<file path="config.mk">
export PLATFORM = sky130hd
export DESIGN_NAME = seq_alu_flat
export DESIGN_NICKNAME = d
export VERILOG_FILES = /design/src/rtl/alu_pkg.sv /design/src/rtl/seq_alu_if.sv /design/src/rtl/seq_alu_muldiv_iter.sv /design/src/rtl/seq_alu.sv /design/src/flat_wrapper.sv
export SDC_FILE = /design/constraint.sdc
export NUM_CORES = 1
export LEC_CHECK = 0
export ABC_AREA = 1
export CAP_MARGIN = 20
export CORE_AREA = 3 3 99 101
export CTS_BUF_LIST = sky130_fd_sc_hd__clkbuf_16
export DETAILED_ROUTE_END_ITERATION = 8
export DIE_AREA = 0 0 102 104
export GPL_ROUTABILITY_DRIVEN = 0
export GPL_TIMING_DRIVEN = 0
export SLEW_MARGIN = 0
export SYNTH_ARGS = -nofsm -noshare
export SYNTH_HDL_FRONTEND = slang
export SYNTH_SLANG_ARGS = --single-unit
</file>
<file path="constraint.sdc">
create_clock -name clk -period 2.7 [get_ports clk]
set_input_delay 0.405 -clock clk [delete_from_list [all_inputs] [get_ports clk]]
set_output_delay 0.405 -clock clk [all_outputs]
set_load 0.01 [all_outputs]
</file>
<file path="src/rtl/alu_pkg.sv">
// alu_pkg: shared definitions for seq_alu and its iterative datapath.
//   DATA_W       - operand/result width
//   MULDIV_ITERS - number of MUL/DIV iterations (equals DATA_W)
//   CNT_W        - width of the iteration counter
//   op_e         - operation encoding carried on the 3-bit op field
//   state_e      - control state (IDLE / ITER)
//   alu_basic()  - single-cycle result with carry/borrow in the top bit
package alu_pkg;

  localparam int DATA_W       = 16;
  localparam int MULDIV_ITERS = 16;
  localparam int CNT_W        = $clog2(MULDIV_ITERS) + 1;

  typedef enum logic [2:0] {
    OP_ADD   = 3'd0,
    OP_SUB   = 3'd1,
    OP_AND   = 3'd2,
    OP_OR    = 3'd3,
    OP_XOR   = 3'd4,
    OP_PASSB = 3'd5,
    OP_MUL   = 3'd6,
    OP_DIV   = 3'd7
  } op_e;

  typedef enum logic {
    IDLE = 1'b0,
    ITER = 1'b1
  } state_e;

  // Returns {carry, result}. SUB borrow falls out of the 17-bit
  // subtraction wrapping when a < b. MUL/DIV fall back to PASSB here.
  function automatic logic [DATA_W:0] alu_basic(input op_e op,
                                                input logic [DATA_W-1:0] a,
                                                input logic [DATA_W-1:0] b);
    logic [DATA_W:0] r;
    case (op)
      OP_ADD:   r = {1'b0, a} + {1'b0, b};
      OP_SUB:   r = {1'b0, a} - {1'b0, b};
      OP_AND:   r = {1'b0, a & b};
      OP_OR:    r = {1'b0, a | b};
      OP_XOR:   r = {1'b0, a ^ b};
      OP_PASSB: r = {1'b0, b};
      default:  r = {1'b0, b};
    endcase
    return r;
  endfunction

endpackage

</file>
<file path="src/rtl/seq_alu_if.sv">
// seq_alu_if: request/result bundle between the control unit and seq_alu.
//   start, op, a, b                   - request (driven by master)
//   alu_out, done, busy, zero, carry  - result/status (driven by slave)
interface seq_alu_if;
  import alu_pkg::*;

  logic              start;
  logic [2:0]        op;
  logic [DATA_W-1:0] a;
  logic [DATA_W-1:0] b;
  logic [DATA_W-1:0] alu_out;
  logic              done;
  logic              busy;
  logic              zero;
  logic              carry;

  modport master (output start, op, a, b,
                  input  alu_out, done, busy, zero, carry);

  modport slave  (input  start, op, a, b,
                  output alu_out, done, busy, zero, carry);

endinterface

</file>
<file path="src/rtl/seq_alu_muldiv_iter.sv">
// muldiv_iter: iterative unsigned multiply (shift-add, multiplier LSB
// first) and restoring divide (quotient MSB first), one bit per step.
//   clk, rst - clock, synchronous active-high reset
//   load     - latch operands, clear partial product and counter
//   step     - perform one iteration
//   is_div   - sampled with load: 1 = divide, 0 = multiply
//   a, b     - operands (multiplicand/multiplier or dividend/divisor)
//   last     - current step is the final iteration
//   result   - value the datapath will hold after the current step
module muldiv_iter
  import alu_pkg::*;
(
  input  logic              clk,
  input  logic              rst,
  input  logic              load,
  input  logic              step,
  input  logic              is_div,
  input  logic [DATA_W-1:0] a,
  input  logic [DATA_W-1:0] b,
  output logic              last,
  output logic [DATA_W-1:0] result
);

  logic                div_r;
  logic [CNT_W-1:0]    cnt_r;
  logic [2*DATA_W-1:0] prod_r;
  logic [2*DATA_W-1:0] mcand_r;
  // Multiplier for MUL; dividend shifting out / quotient shifting in for DIV.
  logic [DATA_W-1:0]   shift_r;
  logic [DATA_W-1:0]   rem_r;
  logic [DATA_W-1:0]   dvsr_r;

  logic [2*DATA_W-1:0] prod_next_s;
  logic [DATA_W:0]     rem_shift_s;
  logic [DATA_W:0]     diff_s;
  logic [DATA_W-1:0]   quo_next_s;
  logic [DATA_W-1:0]   rem_next_s;

  assign last = (cnt_r == CNT_W'(MULDIV_ITERS - 1));

  // One iteration of each algorithm; a negative trial difference restores.
  always_comb begin
    prod_next_s = prod_r;
    if (shift_r[0]) begin
      prod_next_s = prod_r + mcand_r;
    end else begin
      prod_next_s = prod_r;
    end
    rem_shift_s = {rem_r, shift_r[DATA_W-1]};
    diff_s      = rem_shift_s - {1'b0, dvsr_r};
    quo_next_s  = {shift_r[DATA_W-2:0], ~diff_s[DATA_W]};
    if (diff_s[DATA_W]) begin
      rem_next_s = rem_shift_s[DATA_W-1:0];
    end else begin
      rem_next_s = diff_s[DATA_W-1:0];
    end
    if (div_r) begin
      result = quo_next_s;
    end else begin
      result = prod_next_s[DATA_W-1:0];
    end
  end

  // Operand latch on load, then one shift/add or shift/subtract per step.
  always_ff @(posedge clk) begin
    if (rst) begin
      div_r   <= 1'b0;
      cnt_r   <= {CNT_W{1'b0}};
      prod_r  <= {(2*DATA_W){1'b0}};
      mcand_r <= {(2*DATA_W){1'b0}};
      shift_r <= {DATA_W{1'b0}};
      rem_r   <= {DATA_W{1'b0}};
      dvsr_r  <= {DATA_W{1'b0}};
    end else if (load) begin
      div_r   <= is_div;
      cnt_r   <= {CNT_W{1'b0}};
      prod_r  <= {(2*DATA_W){1'b0}};
      mcand_r <= {{DATA_W{1'b0}}, a};
      shift_r <= is_div ? a : b;
      rem_r   <= {DATA_W{1'b0}};
      dvsr_r  <= b;
    end else if (step) begin
      cnt_r <= cnt_r + CNT_W'(1);
      if (div_r) begin
        shift_r <= quo_next_s;
        rem_r   <= rem_next_s;
      end else begin
        prod_r  <= prod_next_s;
        mcand_r <= {mcand_r[2*DATA_W-2:0], 1'b0};
        shift_r <= {1'b0, shift_r[DATA_W-1:1]};
      end
    end
  end

endmodule

</file>
<file path="src/rtl/seq_alu.sv">
// seq_alu: multi-cycle ALU feeding the accumulator. ADD/SUB/AND/OR/XOR/
// PASSB complete in one cycle; MUL/DIV iterate for 16 cycles.
//   clk  - clock, rising edge
//   rst  - synchronous active-high reset
//   bus  - seq_alu_if.slave: start/op/a/b in, alu_out/done/busy/zero/carry out
// Build option: define SEQ_ALU_MULDIV_EN to include the iterative MUL/DIV
// datapath. Without it, busy is tied low and MUL/DIV act as PASSB.
module seq_alu
  import alu_pkg::*;
(
  input  logic     clk,
  input  logic     rst,
  seq_alu_if.slave bus
);

  state_e            state_r;
  state_e            state_next_s;
  op_e               op_s;
  logic              accept_s;
  logic              single_s;
  logic              fin_s;
  logic              is_muldiv_s;
  logic              md_last_s;
  logic [DATA_W-1:0] md_res_s;
  logic [DATA_W:0]   basic_s;

  logic [DATA_W-1:0] alu_out_r;
  logic              done_r;
  logic              busy_r;
  logic              zero_r;
  logic              carry_r;

  assign op_s     = op_e'(bus.op);
  assign accept_s = bus.start && (state_r == IDLE);
  assign single_s = accept_s && !is_muldiv_s;

`ifdef SEQ_ALU_MULDIV_EN
  logic div_by_zero_s;

  // Divide by zero skips iteration and completes like a single-cycle op.
  assign div_by_zero_s = (op_s == OP_DIV) && (bus.b == {DATA_W{1'b0}});
  assign is_muldiv_s   = ((op_s == OP_MUL) || (op_s == OP_DIV)) && !div_by_zero_s;

  muldiv_iter u_muldiv (
    .clk    (clk),
    .rst    (rst),
    .load   (accept_s && is_muldiv_s),
    .step   (state_r == ITER),
    .is_div (op_s == OP_DIV),
    .a      (bus.a),
    .b      (bus.b),
    .last   (md_last_s),
    .result (md_res_s)
  );

  // Single-cycle result, with the all-ones quotient for divide by zero.
  always_comb begin
    basic_s = alu_basic(op_s, bus.a, bus.b);
    if (div_by_zero_s) begin
      basic_s = {1'b0, {DATA_W{1'b1}}};
    end else begin
      basic_s = alu_basic(op_s, bus.a, bus.b);
    end
  end
`else
  assign is_muldiv_s = 1'b0;
  assign md_last_s   = 1'b0;
  assign md_res_s    = {DATA_W{1'b0}};
  assign basic_s     = alu_basic(op_s, bus.a, bus.b);
`endif

  // Next-state logic: IDLE -> ITER on an accepted MUL/DIV, back on the last step.
  always_comb begin
    state_next_s = state_r;
    fin_s        = 1'b0;
    case (state_r)
      IDLE: begin
        if (accept_s && is_muldiv_s) begin
          state_next_s = ITER;
        end else begin
          state_next_s = IDLE;
        end
      end
      ITER: begin
        if (md_last_s) begin
          fin_s        = 1'b1;
          state_next_s = IDLE;
        end else begin
          state_next_s = ITER;
        end
      end
      default: state_next_s = IDLE;
    endcase
  end

  // State register.
  always_ff @(posedge clk) begin
    if (rst) begin
      state_r <= IDLE;
    end else begin
      state_r <= state_next_s;
    end
  end

  // Registered result and status; done pulses for exactly one cycle per result.
  always_ff @(posedge clk) begin
    if (rst) begin
      alu_out_r <= {DATA_W{1'b0}};
      done_r    <= 1'b0;
      busy_r    <= 1'b0;
      zero_r    <= 1'b0;
      carry_r   <= 1'b0;
    end else begin
      busy_r <= (state_next_s == ITER);
      if (single_s) begin
        alu_out_r <= basic_s[DATA_W-1:0];
        zero_r    <= (basic_s[DATA_W-1:0] == {DATA_W{1'b0}});
        carry_r   <= basic_s[DATA_W];
        done_r    <= 1'b1;
      end else if (fin_s) begin
        alu_out_r <= md_res_s;
        zero_r    <= (md_res_s == {DATA_W{1'b0}});
        carry_r   <= 1'b0;
        done_r    <= 1'b1;
      end else begin
        done_r    <= 1'b0;
      end
    end
  end

  assign bus.alu_out = alu_out_r;
  assign bus.done    = done_r;
  assign bus.busy    = busy_r;
  assign bus.zero    = zero_r;
  assign bus.carry   = carry_r;

endmodule
</file>
<file path="src/flat_wrapper.sv">
// flat-port wrapper written by rule: the top's interface ports become plain ports
module seq_alu_flat import alu_pkg::*;
  (clk, rst, bus_start, bus_op, bus_a, bus_b, bus_alu_out, bus_done, bus_busy, bus_zero, bus_carry);
  seq_alu_if bus_i ();
  input  logic clk;
  input  logic rst;
  input wire logic [$bits(bus_i.start)-1:0] bus_start;
  input wire logic [$bits(bus_i.op)-1:0] bus_op;
  input wire logic [$bits(bus_i.a)-1:0] bus_a;
  input wire logic [$bits(bus_i.b)-1:0] bus_b;
  output wire logic [$bits(bus_i.alu_out)-1:0] bus_alu_out;
  output wire logic [$bits(bus_i.done)-1:0] bus_done;
  output wire logic [$bits(bus_i.busy)-1:0] bus_busy;
  output wire logic [$bits(bus_i.zero)-1:0] bus_zero;
  output wire logic [$bits(bus_i.carry)-1:0] bus_carry;
  assign bus_i.start = bus_start;
  assign bus_i.op = bus_op;
  assign bus_i.a = bus_a;
  assign bus_i.b = bus_b;
  assign bus_alu_out = bus_i.alu_out;
  assign bus_done = bus_i.done;
  assign bus_busy = bus_i.busy;
  assign bus_zero = bus_i.zero;
  assign bus_carry = bus_i.carry;
  seq_alu u_core (.clk(clk), .rst(rst), .bus(bus_i));
endmodule
</file>
==> out/results.md, run 1 <==
| Parameter | Value | Unit |
|:---|:---|:---|
| Warnings, synthesis | 0 | - |
| Antenna Violating Nets Remaining | 0 | - |
| CP startpoint kind | input pin | - |
| 1st-pass router iterations | 4 | - |
| Internal reg-to-reg setup slack | 2.07 | ns |
| Overall routed net length | 9900 | µm |
| Width of the die | 102 | µm |
| Worst min-delay path category | register to register | - |
| Actual transition at the worst max-transition pin | 0.692 | ns |
| Number of CTS-inserted buffers | 3 | - |
| Worst-skew pair later-pin latency | 0.25 | ns |
| Clk_skew | 0 | ns |
| Count of inserted antenna diode cells | 0 | - |
| Syn_area_per_cell | 6.13 | µm² |
| Setup Viol. Count Final | 5 | - |
| Full die area | 10600 | µm² |
| Fraction of synthesis flops using an asynchronous set or reset pin | 0 | - |
| Footprint of the flip-flops and latches | 380 | µm² |
| Placeable core region | 9110 | µm² |
| Pwr Density | 314 | nW/µm² |
| Initial Utilization | 0.331 | - |
| Global-route usage over all layers | 0.179 | - |
| Final routed DRC violation total | 0 | - |
| Area Overhead vs Synth | 48.5 | % |
| Post-place setup slack | -1.14 | ns |
| Final core utilization | 0.491 | - |
| Total number of vias | 3579 | - |
| RSZ-0062 raised after global routing | true | - |
| Number of nets in the final layout | 679 | - |
| Count of flip-flops with a built-in enable after synthesis | 0 | - |
| Worst Path Max Fanout | 5 | - |
| Count leader, synth | sky130_fd_sc_hd__nand2_1 | - |
| Worst Slack Setup Final | -0.130 | ns |
| Area of the multi-input gates | 2620 | µm² |
| Kind of capture point of the worst setup path | register | - |
| Leakage power total | 2.26 | nW |
| Gr ovfl total | 0 | - |
| Post-DR vias/cell | 5.11 | - |
| PortBufs | 55 | - |
| Final worst-path cycle share | 1.05 | - |
| Required arrival time at the worst endpoint | 2.88 | ns |
| Count of standard-cell rows | 35 | - |
| Reg2reg path depth | 2 | - |
| Filler instances | 915 | - |
| Number of I/O pins | 58 | - |
| Max_slew headroom | 0.539 | - |
| Post-route design area | 4480 | µm² |
| Placed wire-length estimate | 7520 | µm |
| Die Span Y | 104 | µm |
| Flop and latch count out of synthesis | 19 | - |
| Via count of the first global-routing pass | 3453 | - |
| Post-Synthesis Net Count | 580 | - |
| Critical setup path kind | input pin to register | - |
| Root Buffer | sky130_fd_sc_hd__clkbuf_16 | - |
| Cell area after synthesis | 3010 | µm² |
| Failing checks | setup timing | - |
| Area post-placement | 3720 | µm² |
| Clock Pin Slew Worst Setup and Hold Paths | 0.05 | ns |
| Sequential share of the synthesized area | 0.126 | - |
| Maximum level of the CTS H-tree | 1 | - |
| Library cell with the largest summed area after synthesis | sky130_fd_sc_hd__ha_1 | - |
| Final-report hold violation count | 0 | - |
| Overall power of the completed layout | 1.41 | mW |
| Bufs on Longest Clock Path | 2 | - |
| Run status | complete, but fails checks | - |
| CTS sink count | 19 | - |
| Largest cells by area after synthesis | sky130_fd_sc_hd__ha_1, sky130_fd_sc_hd__nand2_1, sky130_fd_sc_hd__dfxtp_1 | - |
| Fmax | 353 | MHz |
| Count of max-cap constraint violations | 0 | - |
| Data arrival time at the worst-slack endpoint | 3.01 | ns |
| Wire length per cell | 14.1 | µm |
| Distinct cell type count after synthesis | 37 | - |
| Worst Hold Path Cells | 2 | - |
| Min Tclk post-route | 2.83 | ns |
| Clock tree from TritonCTS | built | - |
| Top post-synthesis cells by count | sky130_fd_sc_hd__nand2_1, sky130_fd_sc_hd__inv_1, sky130_fd_sc_hd__ha_1 | - |
| Worst VDD drop | 0.259 | mV |
| Most used DFF post-synth | sky130_fd_sc_hd__dfxtp_1 | - |
| First DRT Iteration DRCs | 122 | - |
| Antenna violations before repair | 0 | - |
| Fraction of layout instances using a drive strength above 1 | 0.263 | - |
| Largest net degree at the start of global routing | 11 | - |
| Share of the synthesized area in the top cell type | 0.203 | - |
| Mapped Cells | 492 | - |
| Number of buffers inserted by hold repair at cts | 0 | - |
| First-pass GRT wire length | 15600 | µm |
| Number of max-slew violations in the final report | 0 | - |
worst max-delay path: stages:
cell,delay (ns)
sky130_fd_sc_hd__buf_8,0.10
sky130_fd_sc_hd__nor2_4,0.14
sky130_fd_sc_hd__inv_4,0.06
sky130_fd_sc_hd__nor2_8,0.09
sky130_fd_sc_hd__inv_4,0.06
sky130_fd_sc_hd__o31ai_4,0.06
sky130_fd_sc_hd__o21a_4,0.18
sky130_fd_sc_hd__nand2_4,0.06
sky130_fd_sc_hd__a21oi_4,0.18
sky130_fd_sc_hd__xor2_1,0.20
sky130_fd_sc_hd__ha_2,0.35
sky130_fd_sc_hd__nand2_2,0.09
sky130_fd_sc_hd__inv_2,0.05
sky130_fd_sc_hd__nand2_2,0.07
sky130_fd_sc_hd__nand2_4,0.06
sky130_fd_sc_hd__a21oi_4,0.18
sky130_fd_sc_hd__nand2_2,0.08
sky130_fd_sc_hd__nand2_2,0.08
sky130_fd_sc_hd__buf_4,0.12
sky130_fd_sc_hd__a21oi_4,0.05
sky130_fd_sc_hd__o21ai_1,0.12
sky130_fd_sc_hd__nand3_1,0.08
sky130_fd_sc_hd__o21ai_1,0.14
through the flow:
stage | instances | TNS, ns | hold WS [ns]
after global routing | 701 | -1.50 | 0.480
after detailed placement | 658 | -13.77 | 0.445
final | 701 | -0.452 | 0.453
after CTS | 691 | -0.496 | 0.454
after floorplan | 492 | -0.407 | 0.476
after global placement | 658 | -13.20 | 0.441
sequential cells by signal, indices dropped and copies added, names as in the netlist:
signal,flops
u_core.bus.done,1
u_core.bus.zero,1
u_core.bus.alu_out,16
u_core.bus.carry,1
path summary, 6_finish.rpt:
check | start | end
worst max register to register | u_core.bus.alu_out[0] | u_core.bus.alu_out[0]
worst min-delay path | u_core.bus.zero | u_core.bus.zero
worst max-delay path | bus_op[2] | u_core.bus.carry
worst min register to register | u_core.bus.zero | u_core.bus.zero
metal layers:
layer | part of all wire | up-vias | global-route usage
li1 | - | 1786 | -
met1 | 0.43 | 1642 | 0.226
met2 | 0.48 | 126 | 0.310
met3 | 0.053 | 25 | 0.0221
met4 | 0.033 | 0 | 0.0609
met5 | 0 | - | 0
cells in the final DEF, fill, tap and decap left out, types with 8 or more instances in the layout:
cell type / n
sky130_fd_sc_hd__a21oi_2: 10
sky130_fd_sc_hd__buf_4: 36
sky130_fd_sc_hd__clkdlybuf4s50_1: 42
sky130_fd_sc_hd__dfxtp_1: 19
sky130_fd_sc_hd__ha_1: 40
sky130_fd_sc_hd__inv_1: 74
sky130_fd_sc_hd__inv_2: 8
sky130_fd_sc_hd__nand2_1: 116
sky130_fd_sc_hd__nand2_2: 22
sky130_fd_sc_hd__nand3_1: 31
sky130_fd_sc_hd__nand3_2: 8
sky130_fd_sc_hd__nand3b_1: 8
sky130_fd_sc_hd__nor2_1: 25
sky130_fd_sc_hd__nor2_2: 8
sky130_fd_sc_hd__o21ai_0: 21
sky130_fd_sc_hd__o21ai_1: 9
sky130_fd_sc_hd__xor2_1: 12
repair_timing:
| action | in CTS | in global routing |
|---|---|---|
| pin swaps | 32 | 51 |
| gates resized for setup | 75 | 77 |
| buffers inserted | 29 | 10 |
| endpoints found under the setup margin | 17 | 12 |
report_power, final:
| group | total, mW | switching, mW | internal, mW |
|---|---|---|---|
| logic | 0.797 | 0.449 | 0.348 |
| registers | 0.313 | 0.0111 | 0.302 |
| clock network | 0.295 | 0.0982 | 0.197 |
| total | 1.41 | 0.559 | 0.846 |
final cells by class:
| class | instances | area share |
|---|---|---|
| plain buffers | 11 | 0.0173 |
| flip-flops and latches | 19 | 0.0850 |
| clock inverters | 1 | 0.000838 |
| inverters | 86 | 0.0749 |
| well taps | 111 | 0.0310 |
| clock buffers | 3 | 0.0168 |
| multi-input cells | 376 | 0.585 |
| repair buffers | 94 | 0.189 |
cells by family (layout without fill, tap and decap cells):
logic type,after synthesis,after routing,share of synthesized area
other,1,1,0.00124
adder cells (fa/ha/maj),50,50,0.210
flip-flops,19,19,0.126
AO/OA/AOI/OAI,80,80,0.163
XOR/XNOR,14,14,0.0407
buffers and inverters,97,195,0.130
AND/OR/NAND/NOR,231,231,0.329
Note: power is estimated with default switching activity, not from simulation.
==> inputs of run 2 (changes only) <==
Settings changed: GPL_ROUTABILITY_DRIVEN 0 to default, HOLD_SLACK_MARGIN from default to 0.02.
==> results of run 2 <==
No change in the layout: final DEF, timing and power equal those of run 1.
